<file path="config.mk">
export PLATFORM = sky130hd
export DESIGN_NAME = lc3_wb_arbiter
export DESIGN_NICKNAME = d
export VERILOG_FILES = /design/src/rtl/lc3_wb_arbiter.sv
export SDC_FILE = /design/constraint.sdc
export NUM_CORES = 1
export LEC_CHECK = 0
export CAP_MARGIN = 15
export CELL_PAD_IN_SITES_DETAIL_PLACEMENT = 0
export CELL_PAD_IN_SITES_GLOBAL_PLACEMENT = 1
export CORE_ASPECT_RATIO = 0.8
export CORE_UTILIZATION = 25
export CTS_BUF_LIST = sky130_fd_sc_hd__clkbuf_8
export CTS_CLUSTER_SIZE = 30
export DETAILED_ROUTE_END_ITERATION = 8
export GPL_ROUTABILITY_DRIVEN = 1
export PLACE_DENSITY = 0.86
export SYNTH_ARGS = -nofsm -noshare
export SYNTH_HDL_FRONTEND = slang
export SYNTH_SLANG_ARGS = --single-unit
export TNS_END_PERCENT = 30
</file>
<file path="constraint.sdc">
create_clock -name clock -period 1.1 [get_ports clock]
set_input_delay 0.11 -clock clock [delete_from_list [all_inputs] [get_ports clock]]
set_output_delay 0.11 -clock clock [all_outputs]
set_load 0.02 [all_outputs]
</file>
<file path="src/rtl/lc3_wb_arbiter.sv">
// LC-3 register-file writeback arbiter.
//
// Two requesters (execute path and memory load) compete for a single
// register-file write port. Grants are combinational and the winning write is
// registered onto rf_* one cycle later, together with the NZP condition code.
// Memory normally wins a conflict. When the optional starvation guard is
// compiled in, an execute requester that keeps losing is promoted after
// STARVE_LIMIT consecutive losses.
//
// Build option: define LC3_WB_STARVE_EN to enable the starvation guard. With
// the macro undefined, memory always wins a conflict and starve_cnt reads 0.
//
// Ports:
//   clock, reset          single clock, synchronous active-high reset
//   enable_writeback      global enable; no grant while low
//   exe_req/dr/data       execute write request, held until granted
//   exe_gnt               combinational execute grant
//   mem_req/dr/data       memory-load write request, held until granted
//   mem_gnt               combinational memory grant
//   rf_we/rf_addr/rf_data registered register-file write port
//   psr                   registered {N,Z,P}
//   starve_cnt            consecutive execute losses (debug)
module lc3_wb_arbiter #(
  parameter int unsigned STARVE_LIMIT = 3
) (
  input  logic        clock,
  input  logic        reset,
  input  logic        enable_writeback,
  input  logic        exe_req,
  input  logic [2:0]  exe_dr,
  input  logic [15:0] exe_data,
  output logic        exe_gnt,
  input  logic        mem_req,
  input  logic [2:0]  mem_dr,
  input  logic [15:0] mem_data,
  output logic        mem_gnt,
  output logic        rf_we,
  output logic [2:0]  rf_addr,
  output logic [15:0] rf_data,
  output logic [2:0]  psr,
  output logic [1:0]  starve_cnt
);

  typedef enum logic [0:0] {StMemPri, StExePri} state_e;

  state_e state_q;

  // Grant logic: a lone request always wins; a conflict goes to the
  // priority requester of the current state.
  always_comb begin
    exe_gnt = 1'b0;
    mem_gnt = 1'b0;
    if (enable_writeback) begin
      if (exe_req && mem_req) begin
        if (state_q == StExePri) exe_gnt = 1'b1;
        else                     mem_gnt = 1'b1;
      end else begin
        exe_gnt = exe_req;
        mem_gnt = mem_req;
      end
    end
  end

`ifdef LC3_WB_STARVE_EN
  localparam logic [1:0] Limit = STARVE_LIMIT[1:0];

  state_e     state_d;
  logic [1:0] cnt_q, cnt_d;
  logic       exe_lost;

  assign exe_lost = exe_req && mem_gnt && !exe_gnt;

  always_comb begin
    cnt_d   = cnt_q;
    state_d = state_q;
    if (exe_gnt) begin
      cnt_d   = '0;
      state_d = StMemPri;
    end else if (exe_lost) begin
      if (cnt_q < Limit) cnt_d = cnt_q + 2'd1;
      // Promote on the edge at which the count reaches the limit.
      if (state_q == StMemPri && cnt_d == Limit) state_d = StExePri;
    end
  end

  always_ff @(posedge clock) begin
    if (reset) begin
      state_q <= StMemPri;
      cnt_q   <= '0;
    end else begin
      state_q <= state_d;
      cnt_q   <= cnt_d;
    end
  end

  assign starve_cnt = cnt_q;
`else
  assign state_q    = StMemPri;
  assign starve_cnt = '0;
`endif

  // Writeback datapath.
  logic [2:0]  wr_addr;
  logic [15:0] wr_data;
  logic [2:0]  wr_nzp;

  always_comb begin
    wr_addr = exe_gnt ? exe_dr   : mem_dr;
    wr_data = exe_gnt ? exe_data : mem_data;
    if (wr_data[15])           wr_nzp = 3'b100;
    else if (wr_data == '0)    wr_nzp = 3'b010;
    else                       wr_nzp = 3'b001;
  end

  always_ff @(posedge clock) begin
    if (reset) begin
      rf_we   <= 1'b0;
      rf_addr <= '0;
      rf_data <= '0;
      psr     <= 3'b000;
    end else if (exe_gnt || mem_gnt) begin
      rf_we   <= 1'b1;
      rf_addr <= wr_addr;
      rf_data <= wr_data;
      psr     <= wr_nzp;
    end else begin
      rf_we   <= 1'b0;
    end
  end

endmodule

</file>
Yosys cells after proc, flatten, opt, wreduce, memory -nomap -nowiden
Cells that the tools add are included. W data, S select, Z words.

Mux-type cells: 9. Reductions and logical operators: 3.

Operators with widths (count): $logic_not A16 Y1 (1); $mux W16 (1); $mux W3 (2); $mux W1 (5); $mux W2 (1); $logic_and A1 B1 Y1 (1); $logic_or A1 B1 Y1 (1).

Register bits: 23. Input bits: 43. Output and inout port bits: 27.

Longest topological paths before layout
Gate-level depths: netlist of run 1.

Depth after elaboration: 7. Gate-level depth with buffers: 6. Gate-level depth less buffers: 5.

Worst setup path after synthesis of run 1
OpenSTA, ideal clock, no wires.

Kind: in2reg. From: input port enable_writeback. To: register psr[0]. Setup time: 0.122 ns. Arrival: 0.962 ns. Data required time: 0.978 ns. Path slack: 0.016 ns. Stages on the path: 6. Buffers on the path: 1. Path through: nand2_1 -> or2_1 -> clkbuf_2 -> inv_1 -> nor4b_1 -> a221o_1.

Cells in the longest elaborated chain, start to end: 5. Elaborated cells between the ends (all ways): 7. Those cells by class: mux (5); reduce/logical (2).

RTL lines: from (decl) (RTL line 28) `input logic enable_writeback,`; $mux W1 (*) (RTL line 53) `if (enable_writeback) begin`; net exe_gnt (RTL line 32) `output logic exe_gnt,`; $mux W16 (RTL line 109) `wr_data = exe_gnt ? exe_data : mem_data;`; $logic_not A16 Y1 (RTL line 111) `else if (wr_data == '0) wr_nzp = 3'b010;`; $mux W2 (RTL line 111); $mux W3 (RTL line 110) `if (wr_data[15]) wr_nzp = 3'b100;`; to (signal assigned) (RTL line 125) `psr <= wr_nzp;`; to (decl) (RTL line 40) `output logic [2:0] psr,`.

The timed path passes the listed nets; every way through them passes the cells marked *. A chain may end at the register's enable or synchronous reset.

Final worst setup path of run 1
From: input port mem_data[9]. To: register psr[0].

Cells in the longest elaborated chain, start to end: 4.

RTL lines: from (decl) (RTL line 35) `input logic [15:0] mem_data,`; $mux W16 (RTL line 109); $logic_not A16 Y1 (RTL line 111); $mux W2 (RTL line 111); $mux W3 (RTL line 110).

No other way between the ends.

==> results of run 1 <==
==> worst max-delay path, delay by kind of cell <==
kind,cells,cell delay [ns]
AOI/OAI and AO/OA,1,0.25
buffers and inverters,1,0.26
and+or+nand+nor,3,0.65
==> worst min-delay path by stage <==
stage	to	slack (ns)	depth (start not counted)
global route	rf_data[14]	0.26	3
global placement	rf_addr[0]	0.44	2
floorplan	rf_data[15]	0.19	1
finish	rf_data[14]	0.22	3
detailed placement	rf_data[3]	0.44	2
CTS	rf_data[5]	0.29	3
==> power by group through the flow <==
| stage | Sequential [W] | Combinational, W | Clock [W] |
|---|---|---|---|
| final | 0.000870 | 0.000490 | 0.000579 |
| after global routing | 0.000878 | 0.000528 | 0.000633 |
| after CTS | 0.000871 | 0.000485 | 0.000598 |
| after detailed placement | 0.000892 | 0.000528 | 0 |
| after global placement | 0.000889 | 0.000519 | 0 |
| after floorplan | 0.000951 | 0.000141 | 0 |
==> routing by layer <==
layer	vias to the layer above	GRT usage (%)	share of wire (%)
li1	555	-	-
met3	6	4.93	7.8
met5	-	0	0
met1	488	18.8	46
met4	0	4.40	1.4
met2	44	26.6	45
==> state kept, by name (all words and copies together), names as in the netlist <==
| signal | flops |
|---|---|
| psr | 2 |
| rf_addr | 3 |
| rf_data | 16 |
| rf_we | 1 |
==> layout make-up <==
type	instances	area (um2)	area share, %
clock buffer	4	55.1	2.88
inverter	3	11.3	0.589
multi-input combinational	81	628	32.9
sequential	22	440	23.0
tap	55	68.8	3.60
timing repair buffer	79	708	37.0
==> layout by cell type (no fill, tap or decap), drive strengths merged, types with 2 or more instances in the layout <==
| cell | netlist | final |
|---|---|---|
| mux2i | 19 | 19 |
| nand4 | 2 | 2 |
| inv | 3 | 3 |
| dfxtp | 22 | 22 |
| buf | 6 | 14 |
| dlygate4sd2 | 0 | 50 |
| nand2 | 19 | 19 |
| nor4 | 10 | 10 |
| conb | 1 | 2 |
| clkdlybuf4s50 | 0 | 8 |
| o21ai | 19 | 19 |
| or2 | 2 | 2 |
| clkdlybuf4s15 | 0 | 4 |
| clkbuf | 4 | 6 |
==> cells in the mapped netlist (all sizes together), types with 2 or more instances <==
cell / number
dfxtp: 22
inv: 3
mux2i: 19
or2: 2
nor4: 10
o21ai: 19
clkbuf: 4
nand2: 19
buf: 6
nand4: 2
==> repair_timing <==
item,4_1_cts,5_1_grt
endpoints found under the setup margin,46,27
pin swaps,12,4
gates resized for setup,86,18
==> stage by stage <==
step	area (um2)	util, %	setup TNS, ns	setup WS (ns)
detailed placement	1810	46.6	-10.56	-0.560
global placement	1810	46.6	-9.71	-0.523
CTS	1900	49.1	0	0.00661
finish	1910	49.3	-0.00431	-0.00431
floorplan	1040	-	0	0.0162
global route	1910	49.3	-0.0333	-0.0322
==> logic make-up (layout without fill, tap and decap cells) <==
group,Yosys count,after routing,share of synthesized area (%)
simple gates,38,38,19.9
compound gates,22,22,11.8
flops,22,22,42.5
mux,19,19,18.3
buf+inv,13,86,7.12
other cells,1,2,0.362
==> metrics, run 1 <==
failing checks setup timing; sequential share of power about 45%; FFs w/ async S/R, synth 0%; post-route minimum period roughly 1.1 ns; Syn Area/Cell ~9 um2; outcome finished, violations left; Area Overhead vs Synth 84.3%; die height slightly below 60 um; CP max stage cell nor4_2; CP required between 1 and 1.5 ns; Critical Path AT 1.26 ns; Tot Pwr around 0.0019 W; Min-Delay Path Class in2reg; I/O Pins 70; fin worst setup slack -0.00431 ns; total grt overflow 0; r2r setup slk 0.35 ns; Max clock buf depth 2; period utilisation layout 100%; Synth Instances between 100 and 150; largest net degree at the start of global routing 21; Post-Route WL about 3300 um; Final Setup Violations 1; Antenna Nets Post-Route 0; yosys warns 0; Post-CTS Hold Buffers 0; DR DRC count 0; synthesized flop and latch total 22; R2R cell count 2; clock power share roughly 30%; Final Max Slew Viols 0; initial drt markers 34; clk sink count 22; post-DP HPWL between 2000 and 3000 um; H-tree levels 1; gpl congestion around 0.76; Die Span X ~74 um; Crit Path Max Fanout 2; TritonCTS Buffers 3; hold_ws between 0.2 and 0.25 ns; Setup Crit Path Kind in2reg; CTS Root Cell clkbuf_8; Synth cell types 25; Starting Density a little over a quarter; Crit. End Element register; vias about 1100; hold path start exe_data[14]; FF-to-FF Start rf_data[15]; filler instances around 390; CTS tree built; Post-synth EDFFs 0; Pre-Repair DR Iteration Count 4; register area share after synthesis around 42%; Max-Cap Viols 0; ANT cells 0; worst-path cell chain dlygate4sd2_1 -> nor4_2 -> nand4_1 -> nor4b_4 -> a221o_1; Worst setup startpoint mem_data[9]; top post-synthesis cells by area dfxtp_1, mux2i_1, o21ai_0, nand2_1, nor4_1; core footprint 3880 um2; combinational share of power roughly a quarter; critical path endpoint psr[0]; nets around 230; Synth top area share a little over two fifths; # rows 20; internal power around 0.0014 W; share of layout cells above drive strength 1 about a fifth; mapped cell area between 1000 and 1500 um2; WL/cell roughly 13 um; net switching power ~0.00054 W; clock-pin slew on the worst setup and hold paths around 0.080 ns; CP max stage delay 0.33 ns; vias in the first global route ~1100; VDD IR-drop max 0.000461 V; first-pass GRT wire length roughly 5100 um; Lkg Pwr 0.959 nW; Clock Skew 0 ns; Hold Fails Final Rpt 0; pwr/cell area slightly above 1000 nW/um2; RSZ-0062 raised after global routing true; Synth area leader dfxtp_1; post-route insts no fill roughly 240; postcts setup bufs 0; Fmax achieved just over 900 MHz; initial antenna violation count 0; Net Sw Frac around 28%; die area 4410 um2; clock latency on the worst-skew pair ~0.26 ns; dominant synthesized flop cell dfxtp_1; Buffers on Ports 67; # placed instances 240; routed vias/inst 4.48; Worst setup SP type input pin; worst reg2reg endpoint rf_data[15]; Tot GR Track Use roughly 16%
Note: power is estimated with default switching activity, not from simulation.
==> run 2: changes to the inputs <==
--- a/config.mk
+++ b/config.mk
@@ -9,12 +9,14 @@
 export CELL_PAD_IN_SITES_DETAIL_PLACEMENT = 0
 export CELL_PAD_IN_SITES_GLOBAL_PLACEMENT = 1
 export CORE_ASPECT_RATIO = 0.8
-export CORE_UTILIZATION = 25
+export CORE_UTILIZATION = 40
 export CTS_BUF_LIST = sky130_fd_sc_hd__clkbuf_8
 export CTS_CLUSTER_SIZE = 30
 export DETAILED_ROUTE_END_ITERATION = 8
+export DONT_BUFFER_PORTS = 1
 export GPL_ROUTABILITY_DRIVEN = 1
-export PLACE_DENSITY = 0.86
+export PLACE_DENSITY = 0.77
+export SKIP_CTS_REPAIR_TIMING = 1
 export SYNTH_ARGS = -nofsm -noshare
 export SYNTH_HDL_FRONTEND = slang
 export SYNTH_SLANG_ARGS = --single-unit
==> metrics, run 2 (synthesis results as in run 1) <==
outcome finished clean; R2R cell count 1; pwr/cell area 1550 nW/um2; die area between 2000 and 3000 um2; Die Span X between 50 and 60 um; pre-CTS setup slack -0.130 ns; H-tree levels 1; Hold Fails Final Rpt 0; initial antenna violation count 0; register with the most flip-flops rf_data; Crit. End Element register; Largest register FFs 16; Max clock buf depth 2; Regs by FF count rf_data (16), rf_addr (3), psr (2); routed vias/inst ~5.3; fin worst setup slack 0.0833 ns; # rows 16; CTS Root Cell clkbuf_8; clock latency on the worst-skew pair roughly 0.26 ns; Final Max Slew Viols 0; share of layout cells above drive strength 1 13.9%; clk sink count 22; Tot Pwr roughly 0.0019 W; Crit Path Max Fanout 2; ANT cells 0; Max-Cap Viols 0; first-pass GRT wire length 3180 um; WL/cell ~15 um; post-DP HPWL 1830 um; largest net degree at the start of global routing 21; Fmax achieved about 1000 MHz; hold_ws approximately 0.023 ns; Area Overhead vs Synth 17.1%; hold depth 2; Lkg Pwr ~0.56 nW; I/O Pins 70; Critical Path AT 1.17 ns; Final Setup Violations 0; Clock Skew 0 ns; core footprint ~2400 um2; Antenna Nets Post-Route 0; Worst setup SP type input pin; CTS tree built; Post-Route WL 2350 um; Min-Delay Path Class in2reg; most common cell after layout, fill and taps aside dfxtp_1; DR DRC count 0; vias in the first global route approximately 730; Setup TNS 0 ns; Tot GR Track Use between 10% and 20%; Starting Density approximately 42%; die height about 48 um; post-route minimum period around 1.0 ns; Pre-Repair DR Iteration Count 4; RSZ-0062 raised after global routing false; CP required about 1.3 ns; TritonCTS Buffers 3; VDD IR-drop max 0.000658 V; nets 166; period utilisation layout between 90% and 100%; Setup Crit Path Kind in2reg; gpl congestion approximately 0.74; total grt overflow 0; commonest cells after routing, fill and taps aside dfxtp_1, nand2_1, mux2i_1, o21ai_0; initial drt markers 14; filler instances 250; vias around 840; clock-pin slew on the worst setup and hold paths around 0.08 ns; Buffers on Ports 0
[run 2: cell count changes in the layout (fill, tap and decap cells not counted), sizes merged]
cell,change
dlygate4sd2,-50
buf,-4
dlygate4sd3,+2
clkdlybuf4s50,-8
dlymetal6s2s,-1
clkdlybuf4s15,-4
bufinv,+1
clkbuf,-3
[run 2: worst paths after layout]
check | from | to | slack [ns]
worst min-delay path | exe_dr[0] | rf_addr[0] | 0.02
worst max register to register | psr[0] | psr[0] | 0.27
worst max-delay path | mem_data[5] | psr[0] | 0.08
worst min register to register | rf_data[15] | rf_data[15] | 0.47
[run 2: critical path, stage by stage]
cell and delay [ns]:
nor4_1 0.44, nand4_1 0.19, nor4b_1 0.18, a221o_1 0.25
[run 2: power by group]
part           internal (W)  switching, W  leakage, nW  total, W
clock network      0.000486      0.000272       0.0357  0.000758
logic             0.0000937      0.000105        0.342  0.000199
registers          0.000847     0.0000817        0.181  0.000928
[run 2: metrics by stage]
stage	std cells	instance area (um2)	util (%)
2_1_floorplan	116	1040	-
3_3_place_gp	152	1120	46.0
3_5_place_dp	152	1120	46.0
4_1_cts	156	1190	48.9
5_1_grt	158	1210	49.7
6_report	158	1210	49.7
[run 2: cell type report]
| cell class | instances | area [um2] | share of cell area [%] |
|---|---|---|---|
| tap | 36 | 45.0 | 3.71 |
| multi-input combinational | 81 | 527 | 43.4 |
| inverter | 3 | 11.3 | 0.927 |
| clock buffer | 3 | 41.3 | 3.40 |
| clock inverter | 1 | 30.0 | 2.47 |
| timing repair buffer | 12 | 120 | 9.89 |
| sequential | 22 | 440 | 36.3 |
[run 2: layer usage]
metal	global-route usage, %	share of wire, %
met4	7.14	1.7
met5	0	0
met3	6.76	11
met2	25.2	46
met1	19.3	41
==> run 3: changes to the inputs <==
--- a/config.mk
+++ b/config.mk
@@ -15,6 +15,7 @@
 export DETAILED_ROUTE_END_ITERATION = 8
 export DONT_BUFFER_PORTS = 1
 export GPL_ROUTABILITY_DRIVEN = 1
+export GPL_TIMING_DRIVEN = 0
 export PLACE_DENSITY = 0.77
 export SKIP_CTS_REPAIR_TIMING = 1
 export SYNTH_ARGS = -nofsm -noshare
==> metrics, run 3 (synthesis results as in run 1) <==
outcome finished clean; post-DP HPWL roughly 1900 um; Post-Route WL approximately 2500 um; Net Sw Frac between 20% and 30%; commonest cells after routing, fill and taps aside dfxtp_1, nand2_1, mux2i_1, o21ai_0, nor4_1; vias ~860; clock-pin slew on the worst setup and hold paths about 0.08 ns; Starting Density 42.5%; Crit. End Element register; H-tree levels 1; register area approximately 440 um2; pwr/cell area between 1500 and 2000 nW/um2; clk sink count 22; gpl congestion approximately 0.72; fin worst setup slack between 0.07 and 0.08 ns; die area between 2000 and 3000 um2; CTS tree built; Regs by FF count rf_data (16), rf_addr (3), psr (2); CP max stage delay 0.37 ns; Max clock buf depth 2; largest net degree at the start of global routing 14; Antenna Nets Post-Route 0; DR DRC count 0; ANT cells 0; filler instances about 260; first-pass GRT wire length between 3000 and 4000 um; I/O Pins 70; die height 47.5 um; # rows 16; total grt overflow 0; Area Overhead vs Synth 13.6%; internal power ~0.0014 W; Min-Delay Path Class in2reg; register with the most flip-flops rf_data; combinational share of power a little under a tenth; pre-CTS setup slack -0.148 ns; Final Max Slew Viols 0; Worst setup SP type input pin; Tot GR Track Use a little under a fifth; Final Setup Violations 0; Setup Crit Path Kind in2reg; Crit Path Max Fanout 2; vias in the first global route about 840; Buffers on Ports 0; clock power share about two fifths; Lkg Pwr 0.538 nW; CP max stage cell nor4_1; Multi-input gate area ~530 um2; Clock Skew 0 ns; Max-Cap Viols 0; Pre-Repair DR Iteration Count 4; period utilisation layout roughly 93%; net switching power 0.000455 W; Fmax achieved between 900 and 1000 MHz; TritonCTS Buffers 3; worst-path cell chain nor4_1 -> nand4_1 -> nor4b_1 -> a221o_1; Largest register FFs 16; initial antenna violation count 0; Setup TNS 0 ns; fin util about half; Critical Path AT about 1.2 ns; nets 166; clock latency on the worst-skew pair ~0.26 ns; share of layout cells above drive strength 1 12.3%; initial drt markers 31; Die Span X between 50 and 60 um; post-route minimum period between 1 and 1.5 ns; core footprint between 2000 and 2500 um2; CTS Root Cell clkbuf_8; WL/cell around 16 um; VDD IR-drop max about 0.00055 V; routed vias/inst between 5 and 6; RSZ-0062 raised after global routing false; most common cell after layout, fill and taps aside dfxtp_1; Hold Fails Final Rpt 0; sequential share of power around half; CP required between 1 and 1.5 ns
-- run 3: cell count changes in the layout (fill, tap and decap cells not counted), sizes merged --
| cell | previous run | this run |
|---|---|---|
| buf | 10 | 6 |
| clkbuf | 3 | 7 |
-- run 3: worst paths after layout --
check                              endpoint  depth (start not counted)  slack, ns   startpoint
worst max register to register       psr[0]                          1       0.26       psr[0]
worst min-delay path             rf_addr[0]                          2       0.02    exe_dr[0]
worst max-delay path                 psr[0]                          4       0.08  mem_data[6]
worst min register to register  rf_data[15]                          2       0.53  rf_data[15]
-- run 3: power groups by stage --
stage / Sequential (W) / Clock [W] / Combinational, W
global placement: 0.000958 / 0 / 0.000165
finish: 0.000940 / 0.000754 / 0.000173
detailed placement: 0.000960 / 0 / 0.000170
global route: 0.000948 / 0.000819 / 0.000197
CTS: 0.000941 / 0.000771 / 0.000171
floorplan: 0.000951 / 0 / 0.000141
-- run 3: through the flow --
step / instances / total power, W / hold slack [ns] / area [um2]
after global routing: 158 / 0.00196 / 0.0330 / 1180
after floorplan: 116 / 0.00109 / 0.189 / 1040
after CTS: 156 / 0.00188 / -0.0947 / 1160
final: 158 / 0.00187 / 0.0215 / 1180
after detailed placement: 152 / 0.00113 / 0.193 / 1090
after global placement: 152 / 0.00112 / 0.192 / 1090
-- run 3: per-layer routing --
metal | global-route usage [%] | wire, um
met5 | 0 | 0
met4 | 11.0 | 55
met3 | 5.14 | 204
met2 | 31.4 | 1190
met1 | 21.2 | 1060
-- run 3: area by class of cell --
| cell class | count | share of cell area [%] |
|---|---|---|
| Timing Repair Buffer | 2 | 1.70 |
| Multi-Input combinational cell | 81 | 44.7 |
| Clock inverter | 1 | 2.55 |
| Sequential cell | 22 | 37.5 |
| Tap cell | 36 | 3.82 |
| Inverter | 3 | 0.955 |
| Buffer | 10 | 5.31 |
| Clock buffer | 3 | 3.50 |
-- run 3: worst max-delay path, delay by kind of cell --
| kind | cells | cell delay (ns) |
|---|---|---|
| AOI/OAI and AO/OA | 1 | 0.28 |
| and+or+nand+nor | 3 | 0.78 |
